--- src/rtl/timeset_controller.sv ---
// Time-set controller.
// Turns debounced hour/minute set-button levels into single-cycle increment
// strobes. A fresh press gives one immediate strobe. While the button stays
// held, each timeset-divider strobe gives a further increment. After
// FAST_AFTER_S one-second ticks the divider is switched to its fast rate.
module timeset_controller #(
  parameter int FAST_AFTER_S = 3,
  parameter int HOLD_W       = 3
) (
  input  logic i_clk,
  input  logic i_reset,
  input  logic i_set_hours,
  input  logic i_set_minutes,
  input  logic i_1hz_stb,
  input  logic i_timeset_stb,
  output logic o_div_en,
  output logic o_fast_set,
  output logic o_hours_inc_stb,
  output logic o_minutes_inc_stb,
  output logic o_setting
);

  localparam logic [1:0] ST_IDLE = 2'd0;
  localparam logic [1:0] ST_SLOW = 2'd1;
  localparam logic [1:0] ST_FAST = 2'd2;

  localparam logic [HOLD_W-1:0] HOLD_TARGET = HOLD_W'(FAST_AFTER_S);

  logic [1:0]        state_reg, state_next;
  logic              sel_reg, sel_next;          // 1 = hours, 0 = minutes
  logic [HOLD_W-1:0] hold_cnt_reg, hold_cnt_next;
  logic [HOLD_W-1:0] hold_inc;
  logic              sel_held;
  logic              inc_next;
  logic              hours_inc_next, minutes_inc_next;
  logic              active_next, fast_next;

  // Next-state, selection latch, hold counter and increment decision
  always_comb begin
    state_next    = state_reg;
    sel_next      = sel_reg;
    hold_cnt_next = hold_cnt_reg;
    inc_next      = 1'b0;
    hold_inc      = hold_cnt_reg + HOLD_W'(1);
    sel_held      = sel_reg ? i_set_hours : i_set_minutes;

    case (state_reg)
      ST_IDLE: begin
        hold_cnt_next = '0;
        // Hours wins when both buttons are pressed together
        if (i_set_hours) begin
          state_next = ST_SLOW;
          sel_next   = 1'b1;
          inc_next   = 1'b1;
        end else if (i_set_minutes) begin
          state_next = ST_SLOW;
          sel_next   = 1'b0;
          inc_next   = 1'b1;
        end
      end
      ST_SLOW, ST_FAST: begin
        if (!sel_held) begin
          // Release beats any coincident divider strobe
          state_next    = ST_IDLE;
          hold_cnt_next = '0;
        end else begin
          inc_next = i_timeset_stb;
          // Counter saturates at the target so it can never wrap
          if (i_1hz_stb && (hold_cnt_reg != HOLD_TARGET)) begin
            hold_cnt_next = hold_inc;
            if ((state_reg == ST_SLOW) && (hold_inc == HOLD_TARGET)) begin
              state_next = ST_FAST;
            end
          end
        end
      end
      default: begin
        state_next    = ST_IDLE;
        hold_cnt_next = '0;
      end
    endcase

    hours_inc_next   = inc_next & sel_next;
    minutes_inc_next = inc_next & ~sel_next;
    active_next      = (state_next != ST_IDLE);
    fast_next        = (state_next == ST_FAST);
  end

  // Control state registers
  always_ff @(posedge i_clk or posedge i_reset) begin
    if (i_reset) begin
      state_reg    <= ST_IDLE;
      sel_reg      <= 1'b0;
      hold_cnt_reg <= '0;
    end else begin
      state_reg    <= state_next;
      sel_reg      <= sel_next;
      hold_cnt_reg <= hold_cnt_next;
    end
  end

  // Registered outputs, derived from the upcoming state so they change with it
  always_ff @(posedge i_clk or posedge i_reset) begin
    if (i_reset) begin
      o_div_en          <= 1'b0;
      o_fast_set        <= 1'b0;
      o_setting         <= 1'b0;
      o_hours_inc_stb   <= 1'b0;
      o_minutes_inc_stb <= 1'b0;
    end else begin
      o_div_en          <= active_next;
      o_fast_set        <= fast_next;
      o_setting         <= active_next;
      o_hours_inc_stb   <= hours_inc_next;
      o_minutes_inc_stb <= minutes_inc_next;
    end
  end

endmodule

--- config.mk ---
export PLATFORM = sky130hd
export DESIGN_NAME = timeset_controller
export DESIGN_NICKNAME = d
export VERILOG_FILES = /design/src/rtl/timeset_controller.sv
export SDC_FILE = /design/constraint.sdc
export NUM_CORES = 1
export LEC_CHECK = 0
export CAP_MARGIN = 20
export CORE_MARGIN = 3
export CORE_UTILIZATION = 44
export CTS_CLUSTER_DIAMETER = 40
export DETAILED_ROUTE_END_ITERATION = 10
export PLACE_DENSITY_LB_ADDON = 0.25
export SLEW_MARGIN = 20
export SYNTH_ARGS = -nofsm -noshare
export SYNTH_HDL_FRONTEND = slang
export SYNTH_SLANG_ARGS = --single-unit
--- constraint.sdc ---
create_clock -name i_clk -period 1.48 [get_ports i_clk]
set_input_delay 0.148 -clock i_clk [delete_from_list [all_inputs] [get_ports i_clk]]
set_output_delay 0.148 -clock i_clk [all_outputs]
set_load 0.05 [all_outputs]
==> run summary <==
The run gives 28 as the initial detailed-routing violation count. Largest family of logic cells by synthesized area: compound AO/OA/AOI/OAI gates. The number of antenna violations at the first check in global routing is 0, and the synthesis warning total is 0.

The highest routed metal layer is met4. The register bit total from synthesis was 10. Summed over all nets, wire length on met2 after detailed routing comes to 705 um. The worst setup path is captured at a flip-flop. The filler cells instantiated in the layout total 86. The share of synthesized area in the top cell type comes to 41.49%.

IR analysis of the VDD net gives a maximum drop of 0.0008916 V. Synthesized net count: 75. For the worst-skew pair, the clock arrives at the later sink with an insertion delay of 0.26 ns. The cell area after technology mapping came out at 603.1 um^2.

The first-pass GRT wire length is 2.173 mm, and the via count is 555. For this configuration, the core starts out at a cell density of 50.21%. Setup violations remaining at the end of the flow were counted as 2. Summing the areas of all compound-gate instances in the mapped netlist gives 16.60% of the synthesized area. In this run the core area contains 12 standard-cell rows. The count of buffers added on input and output ports is 10. After detailed routing, the number of vias per cell comes to 5.663. Setup repair after global routing could not meet its margin everywhere. The first detailed-routing pass ran for 4 iterations. Summed over all instances, the cell type with the most area after synthesis is sky130_fd_sc_hd__dfrtp_1. The top cell types in the final layout, fill and taps aside, are 17 x sky130_fd_sc_hd__buf_4, 9 x sky130_fd_sc_hd__dfrtp_1, 7 x sky130_fd_sc_hd__nor2_1.

Of all nets on the critical path, the largest fanout is 3. For this design the ratio of total power to cell area is 1657 nW/um^2. The logs give -0.02706 ns for the worst setup slack after layout and 70.83% for the post-route core utilization. 0 antenna diodes ended up in the layout.

The half-perimeter wire length of the detailed placement result was 1.003 mm; the register area share after synthesis was 41.49%. The run finished, with violations left. Routability-driven placement finished with a final weighted congestion of 0.8913.

The logs give 0.007872 ns for the worst clock skew on the final layout and 0.1563 ns for the tightest hold margin. For this run, the post-layout net count is 97. In this run the tightest slew margin relative to its limit is 75.20%. The worst hold path belongs to the class input port to async pin. Clock tree synthesis selected as its root buffer the cell sky130_fd_sc_hd__clkbuf_4. The tools report the antenna violation net count after detailed routing as 0. The tools report the count of mapped cells out of synthesis as 63.

TritonCTS built the clock tree. In the final layout, the share of cells above drive strength 1 is 34.52%. Routed length per instance: 14.59 um. The register with the most flip-flops in the layout has 3 of them. The final critical path takes up 101.8% of the cycle. 11 I/O pins were placed. Dividing the synthesized area by the synthesized cell count gives 9.573 um^2. Counting distinct cell types in the post-synthesis netlist gives 30. The clock sink count came out at 10. Counting I/O delays and the setup requirement, the final critical path takes 1.507 ns.

The detailed router put a total of 583 um of wire on met1. The routed length on met3 is 134 um, and the chip height is 43.02 um. The tools report the category of the worst setup path launch point as a flip-flop. For the total of max-cap violations, the log shows 0. For the pin with the worst max-slew slack, the measured transition is 0.3716 ns.

Summing all placed instances gives a cell area of 757.0 um^2. The checks that failed: negative setup slack. Entering global routing, the biggest net connects 11 pins. For this run, the total global-route usage over all layers was measured as 15.97%. Measured against the total synthesized area, the mux share comes to 3.527%. In the routed design, unresolved DRC markers number 0.

The run gives 0 as the overall overflow remaining after global route. The clock slew seen by the registers of the worst setup and hold paths was 0.06 ns. By area the synthesized netlist is led by sky130_fd_sc_hd__dfrtp_1 41%, sky130_fd_sc_hd__ha_1 12%, sky130_fd_sc_hd__inv_1 4.4%, sky130_fd_sc_hd__nor2_1 4.4%, sky130_fd_sc_hd__a2111oi_2 2.5%.

The area inside the core boundary was 1201 um^2; the data required time of the critical path was 1.65 ns. From left edge to right edge, the die measures 43.02 um. Number of max-slew violations in the final report: 0.

Count of hold buffers inserted by post-cts repair: 0. Counting the buffers created by CTS gives 3. Data arrives at the worst endpoint at 1.68 ns. The area share of fa/ha/maj cells after synthesis was 12.45%; the number of hold-slack violations in the final timing report was 0. The area added between synthesis and finish is 41.08%, and the via count of the first global-routing pass is 498. The post-route standard cell area excluding fillers is 850.8 um^2, and the maximum root-to-sink buffer count is 2. Of the total synthesized cell area, the portion taken by AND, OR, NAND and NOR gates is 16.39%.

Count of H-tree levels built during CTS: 1. For this run, the top clock speed supported by timing is 663.5 MHz. For this design the static power due to leakage is 0.3969 nW. Of the total synthesized cell area, the portion taken by XOR and XNOR cells is 1.452%. Leaving out fill and tap cells, the most frequent cell in the layout is sky130_fd_sc_hd__buf_4. The critical path is of the flip-flop to flip-flop type. The floorplan step defined a die boundary enclosing 1851 um^2.

For the final wirelength, the log shows 1.430 mm.
==> power by group <==
group,total (mW),switching (mW),internal (mW)
logic,0.808,0.456,0.352
clock network,0.191,0.0872,0.104
registers,0.411,0.0618,0.349
==> layer usage <==
layer	up-vias	global-route usage (%)
met5	-	0
met4	0	3.614
met3	2	7.627
met2	27	24.85
met1	263	19.95
li1	263	-
==> cell usage after synthesis <==
master,n
sky130_fd_sc_hd__dfrtp_1,10
sky130_fd_sc_hd__inv_1,7
sky130_fd_sc_hd__nor2_1,7
sky130_fd_sc_hd__ha_1,6
sky130_fd_sc_hd__clkbuf_1,3
sky130_fd_sc_hd__nand2_1,3
sky130_fd_sc_hd__a31oi_1,2
sky130_fd_sc_hd__nand4_1,2
sky130_fd_sc_hd__nor3_1,2
sky130_fd_sc_hd__a2111oi_2,1
sky130_fd_sc_hd__a211oi_1,1
sky130_fd_sc_hd__a21oi_1,1
sky130_fd_sc_hd__a22o_1,1
sky130_fd_sc_hd__a22oi_1,1
sky130_fd_sc_hd__a32oi_1,1
sky130_fd_sc_hd__a41o_1,1
sky130_fd_sc_hd__and3_1,1
sky130_fd_sc_hd__buf_1,1
sky130_fd_sc_hd__buf_4,1
sky130_fd_sc_hd__mux2_2,1
sky130_fd_sc_hd__mux2i_1,1
sky130_fd_sc_hd__nand2b_1,1
sky130_fd_sc_hd__nand3_1,1
sky130_fd_sc_hd__nor2b_1,1
sky130_fd_sc_hd__nor3b_1,1
sky130_fd_sc_hd__o22ai_1,1
sky130_fd_sc_hd__o31ai_1,1
sky130_fd_sc_hd__o41a_1,1
sky130_fd_sc_hd__or2b_1,1
sky130_fd_sc_hd__xnor2_1,1
==> final timing paths <==
kind	cells past startpoint	slack (ns)	from	end
setup / recovery	5	-0.03	hold_cnt_reg[0]	o_fast_set
hold / removal	2	0.16	i_reset	hold_cnt_reg[0]
setup reg to reg	5	-0.03	hold_cnt_reg[0]	o_fast_set
hold reg to reg	2	0.58	hold_cnt_reg[2]	hold_cnt_reg[2]
max in group asynchronous	2	1.04	i_reset	state_reg[0]
min in group i_clk	3	0.57	i_timeset_stb	o_hours_inc_stb
==> worst max-delay path, stage by stage, from the launching register on <==
cell,delay (ns)
sky130_fd_sc_hd__dfrtp_1,0.38
sky130_fd_sc_hd__ha_2,0.20
sky130_fd_sc_hd__ha_4,0.27
sky130_fd_sc_hd__and3_4,0.21
sky130_fd_sc_hd__nand4_1,0.15
sky130_fd_sc_hd__a31oi_1,0.20
==> repair_timing <==
item,CTS,global route
buffers inserted,1,4
gates resized for setup,2,4
cloned,0,0
pin swaps,1,3
setup endpoints to repair,4,6
==> logic make-up after synthesis <==
group,Yosys count
and+or+nand+nor,20
buffers and inverters,12
xor gates and xnor gates,1
muxes,2
adders and majority gates,6
AOI/OAI and AO/OA,12
DFF,10
==> layout make-up <==
type | instances | area [um^2] | area share (%)
multi-input combinational | 41 | 351.6 | 41.32
sequential | 10 | 251.5 | 29.56
clock buffer | 4 | 26.28 | 3.088
inverter | 7 | 26.28 | 3.088
timing repair buffer | 22 | 177.7 | 20.88
tap | 14 | 17.52 | 2.059
==> metrics by stage <==
step | setup slack [ns] | power (mW) | setup TNS [ns] | instances
after floorplan | -0.05092 | 0.9223 | -0.05092 | 63
after global placement | -0.07273 | 1.089 | -0.08064 | 89
after detailed placement | -0.1117 | 1.110 | -0.1337 | 89
after CTS | 0.004891 | 1.325 | 0 | 94
after global routing | -0.05076 | 1.506 | -0.1282 | 98
final | -0.02706 | 1.409 | -0.03049 | 98
(Power assumes the default switching activity.)
